$ cat config.mk
export PLATFORM = sky130hd
export DESIGN_NAME = muldiv_arbiter
export DESIGN_NICKNAME = d
export VERILOG_FILES = /design/src/rtl/muldiv_arbiter_pkg.sv /design/src/rtl/muldiv_arbiter_rr_arb.sv /design/src/rtl/muldiv_arbiter.sv
export SDC_FILE = /design/constraint.sdc
export NUM_CORES = 1
export LEC_CHECK = 0
export ABC_AREA = 0
export BUFFER_PORTS_ARGS = -buffer_cell sky130_fd_sc_hd__buf_2
export CAP_MARGIN = 30
export CORE_AREA = 3 3 364 366
export CTS_BUF_LIST = sky130_fd_sc_hd__clkbuf_8
export CTS_CLUSTER_SIZE = 8
export DETAILED_ROUTE_END_ITERATION = 10
export DIE_AREA = 0 0 367 369
export PLACE_DENSITY = 0.3
export SLEW_MARGIN = 40
export SYNTH_ARGS = -nofsm -noshare
export SYNTH_HDL_FRONTEND = slang
export SYNTH_SLANG_ARGS = --single-unit
$ cat constraint.sdc
create_clock -name clock -period 1.75 [get_ports clock]
set_input_delay 0.0875 -clock clock [delete_from_list [all_inputs] [get_ports clock]]
set_output_delay 0.0875 -clock clock [all_outputs]
set_load 0.05 [all_outputs]
$ cat src/rtl/muldiv_arbiter_pkg.sv
// Shared definitions for the mul/div arbiter: op and state encodings, default width,
// and the per-op operand signedness helper.
package muldiv_arbiter_pkg;

  localparam int XLEN_DEFAULT = 64;

  typedef enum logic [2:0] {
    OP_MUL    = 3'd0,
    OP_MULH   = 3'd1,
    OP_MULHSU = 3'd2,
    OP_MULHU  = 3'd3,
    OP_DIV    = 3'd4,
    OP_DIVU   = 3'd5,
    OP_REM    = 3'd6,
    OP_REMU   = 3'd7
  } op_t;

  typedef enum logic [1:0] {
    ST_IDLE  = 2'd0,
    ST_ISSUE = 2'd1,
    ST_BUSY  = 2'd2,
    ST_RESP  = 2'd3
  } state_t;

  // {src1_signed, src2_signed}
  function automatic logic [1:0] op_signed(input op_t op);
    case (op)
      OP_MULHSU:                   return 2'b10;
      OP_MULHU, OP_DIVU, OP_REMU:  return 2'b00;
      default:                     return 2'b11;
    endcase
  endfunction

endpackage

$ cat src/rtl/muldiv_arbiter_rr_arb.sv
// Two-way round-robin grant; the pointer names the requester that wins a tie and
// moves to the other requester after every grant.
module muldiv_rr_arb
  import muldiv_arbiter_pkg::*;
(
  input  logic       clock,
  input  logic       reset,
  input  logic [1:0] req,
  input  logic       en,
  output logic [1:0] gnt
);

  logic rr_ptr;

  always_comb begin
    gnt = '0;
    if (en) begin
      if (&req) gnt = rr_ptr ? 2'b10 : 2'b01;
      else      gnt = req;
    end
  end

  always_ff @(posedge clock) begin
    if (reset)       rr_ptr <= 1'b0;
    else if (|gnt)   rr_ptr <= ~gnt[1];
  end

endmodule

$ cat src/rtl/muldiv_arbiter.sv
// Shares one multiplier and one divider between two requesters, one op in flight.
// Optional last-result cache enabled by defining MULDIV_RESULT_CACHE_EN.
module muldiv_arbiter
  import muldiv_arbiter_pkg::*;
#(
  parameter int XLEN = XLEN_DEFAULT
) (
  input  logic            clock,
  input  logic            reset,
  input  logic            req0_valid,
  output logic            req0_ready,
  input  logic [2:0]      req0_op,
  input  logic            req0_w,
  input  logic [XLEN-1:0] req0_src1,
  input  logic [XLEN-1:0] req0_src2,
  input  logic            req0_flush,
  input  logic            req1_valid,
  output logic            req1_ready,
  input  logic [2:0]      req1_op,
  input  logic            req1_w,
  input  logic [XLEN-1:0] req1_src1,
  input  logic [XLEN-1:0] req1_src2,
  input  logic            req1_flush,
  output logic            resp0_valid,
  input  logic            resp0_ready,
  output logic [XLEN-1:0] resp0_data,
  output logic            resp1_valid,
  input  logic            resp1_ready,
  output logic [XLEN-1:0] resp1_data,
  output logic            mul_valid,
  input  logic            mul_ready,
  input  logic            mul_out_valid,
  output logic            mul_w,
  output logic [1:0]      mul_signed,
  output logic [XLEN-1:0] mul_a,
  output logic [XLEN-1:0] mul_b,
  input  logic [XLEN-1:0] mul_res_h,
  input  logic [XLEN-1:0] mul_res_l,
  output logic            div_valid,
  input  logic            div_ready,
  input  logic            div_out_valid,
  output logic            div_w,
  output logic [1:0]      div_signed,
  output logic [XLEN-1:0] div_a,
  output logic [XLEN-1:0] div_b,
  input  logic [XLEN-1:0] div_quot,
  input  logic [XLEN-1:0] div_rem,
  output logic            unit_flush
);

  state_t          state_q, state_d;
  op_t             op_q;
  logic            w_q, owner_q;
  logic [XLEN-1:0] src1_q, src2_q, res_q;

  logic [1:0]      req_live, gnt;
  logic            arb_en;
  op_t             g_op;
  logic            g_w;
  logic [XLEN-1:0] g_src1, g_src2;
  logic            owner_flush, owner_resp_ready, sel_is_mul, sel_out_valid, capture;
  logic [XLEN-1:0] raw_res, res_sel;
  logic            cache_hit;
  logic [XLEN-1:0] cache_res;

  // A requester flushing in IDLE is simply not eligible for the grant.
  assign req_live = {req1_valid & ~req1_flush, req0_valid & ~req0_flush};
  assign arb_en   = (state_q == ST_IDLE) && !reset;

  muldiv_rr_arb u_arb (
    .clock (clock),
    .reset (reset),
    .req   (req_live),
    .en    (arb_en),
    .gnt   (gnt)
  );

  assign req0_ready = gnt[0];
  assign req1_ready = gnt[1];

  assign g_op   = gnt[1] ? op_t'(req1_op) : op_t'(req0_op);
  assign g_w    = gnt[1] ? req1_w    : req0_w;
  assign g_src1 = gnt[1] ? req1_src1 : req0_src1;
  assign g_src2 = gnt[1] ? req1_src2 : req0_src2;

  assign owner_flush      = owner_q ? req1_flush  : req0_flush;
  assign owner_resp_ready = owner_q ? resp1_ready : resp0_ready;
  assign sel_is_mul       = ~op_q[2];
  assign sel_out_valid    = sel_is_mul ? mul_out_valid : div_out_valid;

  always_comb begin
    case (op_q)
      OP_MUL:                       raw_res = mul_res_l;
      OP_MULH, OP_MULHSU, OP_MULHU: raw_res = mul_res_h;
      OP_DIV, OP_DIVU:              raw_res = div_quot;
      default:                      raw_res = div_rem;
    endcase
    res_sel = w_q ? {{(XLEN-32){raw_res[31]}}, raw_res[31:0]} : raw_res;
  end

  assign mul_w      = w_q;
  assign mul_signed = op_signed(op_q);
  assign mul_a      = src1_q;
  assign mul_b      = src2_q;
  assign div_w      = w_q;
  assign div_signed = op_signed(op_q);
  assign div_a      = src1_q;
  assign div_b      = src2_q;
  assign resp0_data = res_q;
  assign resp1_data = res_q;

  always_comb begin
    state_d     = state_q;
    mul_valid   = 1'b0;
    div_valid   = 1'b0;
    unit_flush  = 1'b0;
    resp0_valid = 1'b0;
    resp1_valid = 1'b0;
    capture     = 1'b0;
    case (state_q)
      ST_IDLE: begin
        if (|gnt) state_d = cache_hit ? ST_RESP : ST_ISSUE;
      end
      ST_ISSUE: begin
        if (owner_flush) begin
          unit_flush = 1'b1;
          state_d    = ST_IDLE;
        end else begin
          mul_valid = sel_is_mul;
          div_valid = ~sel_is_mul;
          if (sel_is_mul ? mul_ready : div_ready) state_d = ST_BUSY;
        end
      end
      ST_BUSY: begin
        if (owner_flush) begin
          unit_flush = 1'b1;
          state_d    = ST_IDLE;
        end else if (sel_out_valid) begin
          capture = 1'b1;
          state_d = ST_RESP;
        end
      end
      ST_RESP: begin
        resp0_valid = ~owner_q;
        resp1_valid = owner_q;
        if (owner_resp_ready || owner_flush) state_d = ST_IDLE;
      end
      default: state_d = ST_IDLE;
    endcase
  end

  always_ff @(posedge clock) begin
    if (reset) begin
      state_q <= ST_IDLE;
      op_q    <= OP_MUL;
      w_q     <= 1'b0;
      owner_q <= 1'b0;
      src1_q  <= '0;
      src2_q  <= '0;
      res_q   <= '0;
    end else begin
      state_q <= state_d;
      if (|gnt) begin
        op_q    <= g_op;
        w_q     <= g_w;
        owner_q <= gnt[1];
        src1_q  <= g_src1;
        src2_q  <= g_src2;
        if (cache_hit) res_q <= cache_res;
      end
      if (capture) res_q <= res_sel;
    end
  end

`ifdef MULDIV_RESULT_CACHE_EN
  logic            cache_valid, cache_w;
  op_t             cache_op;
  logic [XLEN-1:0] cache_src1, cache_src2, cache_res_q;

  assign cache_hit = cache_valid && (g_op == cache_op) && (g_w == cache_w) &&
                     (g_src1 == cache_src1) && (g_src2 == cache_src2);
  assign cache_res = cache_res_q;

  always_ff @(posedge clock) begin
    if (reset) begin
      cache_valid <= 1'b0;
      cache_op    <= OP_MUL;
      cache_w     <= 1'b0;
      cache_src1  <= '0;
      cache_src2  <= '0;
      cache_res_q <= '0;
    end else if (unit_flush || ((state_q == ST_RESP) && owner_flush)) begin
      cache_valid <= 1'b0;
    end else if (capture) begin
      cache_valid <= 1'b1;
      cache_op    <= op_q;
      cache_w     <= w_q;
      cache_src1  <= src1_q;
      cache_src2  <= src2_q;
      cache_res_q <= res_sel;
    end
  end
`else
  assign cache_hit = 1'b0;
  assign cache_res = '0;
`endif

endmodule

==> flow_metrics.env <==
export IMPL_htree_levels=4
export IMPL_area_growth_pct=136
export IMPL_setup_violations=203
export IMPL_synth_seq_cells=200
export IMPL_fp_dieW_microns=367
export IMPL_finalInstanceArea_sq_um=24400
export IMPL_first_global_vias=15563
export IMPL_path_buf_inv=4
export IMPL_dp_slack_ns=-0.150
export IMPL_endpoint_kind="flop"
export IMPL_final_max_slew_viol_count=0
export IMPL_final_cell_mix="buf_2, dlygate4sd3_1, nor2_1"
export IMPL_tightest_slew_ns=0.843
export IMPL_ctsRootBufferMaster="clkbuf_8"
export IMPL_worstPathCellList="inv_4 -> ha_4 -> nor2b_4 -> o211a_4 -> buf_8 -> buf_12 -> a222oi_1 -> nor2_1 -> buf_4"
export IMPL_fin_ws_ns=-0.276
export IMPL_cts_made_buffers=17
export IMPL_critPathLaunchType="flop"
export IMPL_hold_violations=0
export IMPL_cts_buffer_depth=2
export IMPL_synth_edff_count=0
export IMPL_synth_cell_types=38
export IMPL_antenna_found_initial=47
export IMPL_ys_warn_count=0
export IMPL_min_period_ns=2.03
export IMPL_critPathRequiredTime_ns=2.29
export IMPL_powerDensity_nw_per_um2=646
export IMPL_placed_area_sq_um=16200
export IMPL_fin_crit_sh_pct=116
export IMPL_path_class="reg -> reg"
export IMPL_synth_ff_type="dfxtp_1"
export IMPL_syn_nets=1722
export IMPL_dieArea_sq_um=135000
export IMPL_drive_above_1_share_pct=49.6
export IMPL_wl_per_cell_microns=22.1
export IMPL_num_vias=15359
export IMPL_status="complete, but fails checks"
export IMPL_core_rowCount=132
export IMPL_syn_avg_cell_area_sq_um=8.70
export IMPL_slowest_stage="a222oi_1"
export IMPL_cts_tree="built"
export IMPL_cap_violations=0
export IMPL_fp_dieH_microns=369
export IMPL_design_core_area_sq_um=129000
export IMPL_grt_pass1_wl_microns=125000
export IMPL_max_slew_margin_pct=43.8
export IMPL_cpPeakStageDelay_ns=0.50
export IMPL_final_cells=4278
export IMPL_ys_async_sr_fraction_pct=0
export IMPL_viasPerCell=3.59
export IMPL_routed_wirelength_microns=94700
export IMPL_netlist_instances=1185
export IMPL_hpwl_microns=67000
export IMPL_syn_area_sq_um=10300
export IMPL_rsz0062_at_grt="true"
export IMPL_nets=3044
export IMPL_grt_ovfl_total=0
export IMPL_cts_sink_count=200
export IMPL_critical_path_top_delay_family="compound AO/OA/AOI/OAI gates"
export IMPL_p_leak_uw=0.0110
export IMPL_layout_commonest_cell="buf_2"
export IMPL_gp_congestion=0.793
export IMPL_clock_latency_ns=0.63
export IMPL_fin_worst_hold_slack_ns=0.115
export IMPL_top_level_ports=929
export IMPL_path_max_fanout=6
export IMPL_num_fill_cells=14535
export IMPL_worstHoldPathType="in -> reg"
export IMPL_fmax_mhz=494
export IMPL_cp_arrival_ns=2.57
export IMPL_ys_seq_area_share_pct=38.8
export IMPL_violations="negative setup slack"
export IMPL_grt_usage_pct=13.2
export IMPL_dp_cells=3615
export IMPL_drt_drc_violations_left=0
export IMPL_drtAntennaViolNets=0
export IMPL_ir_worst_vdd_mv=0.606
export IMPL_grt_max_degree=102
export IMPL_initial_core_util_pct=7.96
export IMPL_drt_iter0_drc=1208
export IMPL_first_pass_iters=9
export IMPL_clk_pin_slew_ns=0.14
export IMPL_fin_worst_skew_ns=0.0285
export IMPL_io_buffer_count=928
==> synth_stat cells, types with 5 or more instances <==
cell type    n  area share, %
nor2_1     230            8.4
inv_1        5           0.18
a222oi_1   132             13
ha_1         5           0.61
nor2b_1      5           0.30
a21oi_1     34            1.7
a211oi_1    32            2.3
clkbuf_1    76            2.8
mux2i_1      6           0.58
nand2_1     34            1.2
buf_1        7           0.25
buf_2       36            1.7
o22ai_1     94            5.7
a211o_1     31            2.6
dfxtp_1    200             39
a2111o_1    32            3.5
buf_4      195             14
==> area by class of cell <==
cell class,instances,area [sq um],share of cell area (%)
timing repair buffer,1617,12700,52.3
multi-input combinational,665,4950,20.3
sequential,200,4030,16.5
tap,1742,2180,8.94
clock buffer,17,234,0.960
clock inverter,15,174,0.713
antenna,16,40.0,0.164
inverter,6,25.0,0.103
==> worst reg2reg max path: cells and delay by family, from the launching register on <==
family | cells | cell delay, ns
adder cells (fa/ha/maj) | 1 | 0.15
flip-flops | 1 | 0.38
AND/OR/NAND/NOR | 2 | 0.22
AO/OA/AOI/OAI | 2 | 0.68
buffers and inverters | 4 | 0.51
==> cell families after synthesis <==
kind of cell | after synthesis | synth area share, %
AO/OA/AOI/OAI | 368 | 29.8
adder cells (fa/ha/maj) | 5 | 0.607
buffers and inverters | 320 | 19.2
flip-flops | 200 | 38.8
multiplexers | 7 | 0.692
AND/OR/NAND/NOR | 285 | 10.9
==> sequential cells by signal, summed over array words and instances (netlist names) <==
signal,cells
state_q,2
div_w,1
owner_q,1
op_q,3
div_a,64
u_arb.rr_ptr,1
div_b,64
resp0_data,64
==> routing by layer <==
layer,global-route usage (%),up-vias,routed length [microns]
met1,16.0,7438,38800
met2,22.4,762,46700
met5,0,-,90
li1,-,7012,-
met4,4.87,16,3070
met3,3.49,131,6050
==> worst paths after layout <==
path | depth (start not counted) | to | slack [ns] | startpoint
worst max-delay path | 9 | op_q[0] | -0.28 | state_q[0]
worst max register to register | 9 | op_q[0] | -0.28 | state_q[0]
worst min-delay path | 6 | resp0_data[31] | 0.11 | div_quot[31]
worst min register to register | 2 | resp0_data[4] | 0.48 | resp0_data[4]
==> where the power goes <==
group	total, uW	switching, uW	internal (uW)
Clock	3490	2400	1090
Sequential	5090	277	4810
Combinational	7170	4080	3090
==> timing repair <==
item,4_1_cts,5_1_grt
hold buffers,517,2
endpoints found under the setup margin,233,221
hold endpoints to repair,200,1
gates cloned,34,6
gates resized for setup,190,68
buffers inserted,54,15
pin swaps,124,52
==> per-stage QoR <==
| step | util, % | power, uW | setup TNS, ns |
|---|---|---|---|
| finish | 18.8 | 15700 | -21.23 |
| global route | 18.8 | 16600 | -44.55 |
| CTS | 18.5 | 16000 | -34.01 |
| detailed placement | 12.5 | 10300 | -5.95 |
| global placement | 12.5 | 10300 | -3.77 |
| floorplan | - | 8450 | -0.756 |
No activity file was read; power rests on OpenSTA's default activity.
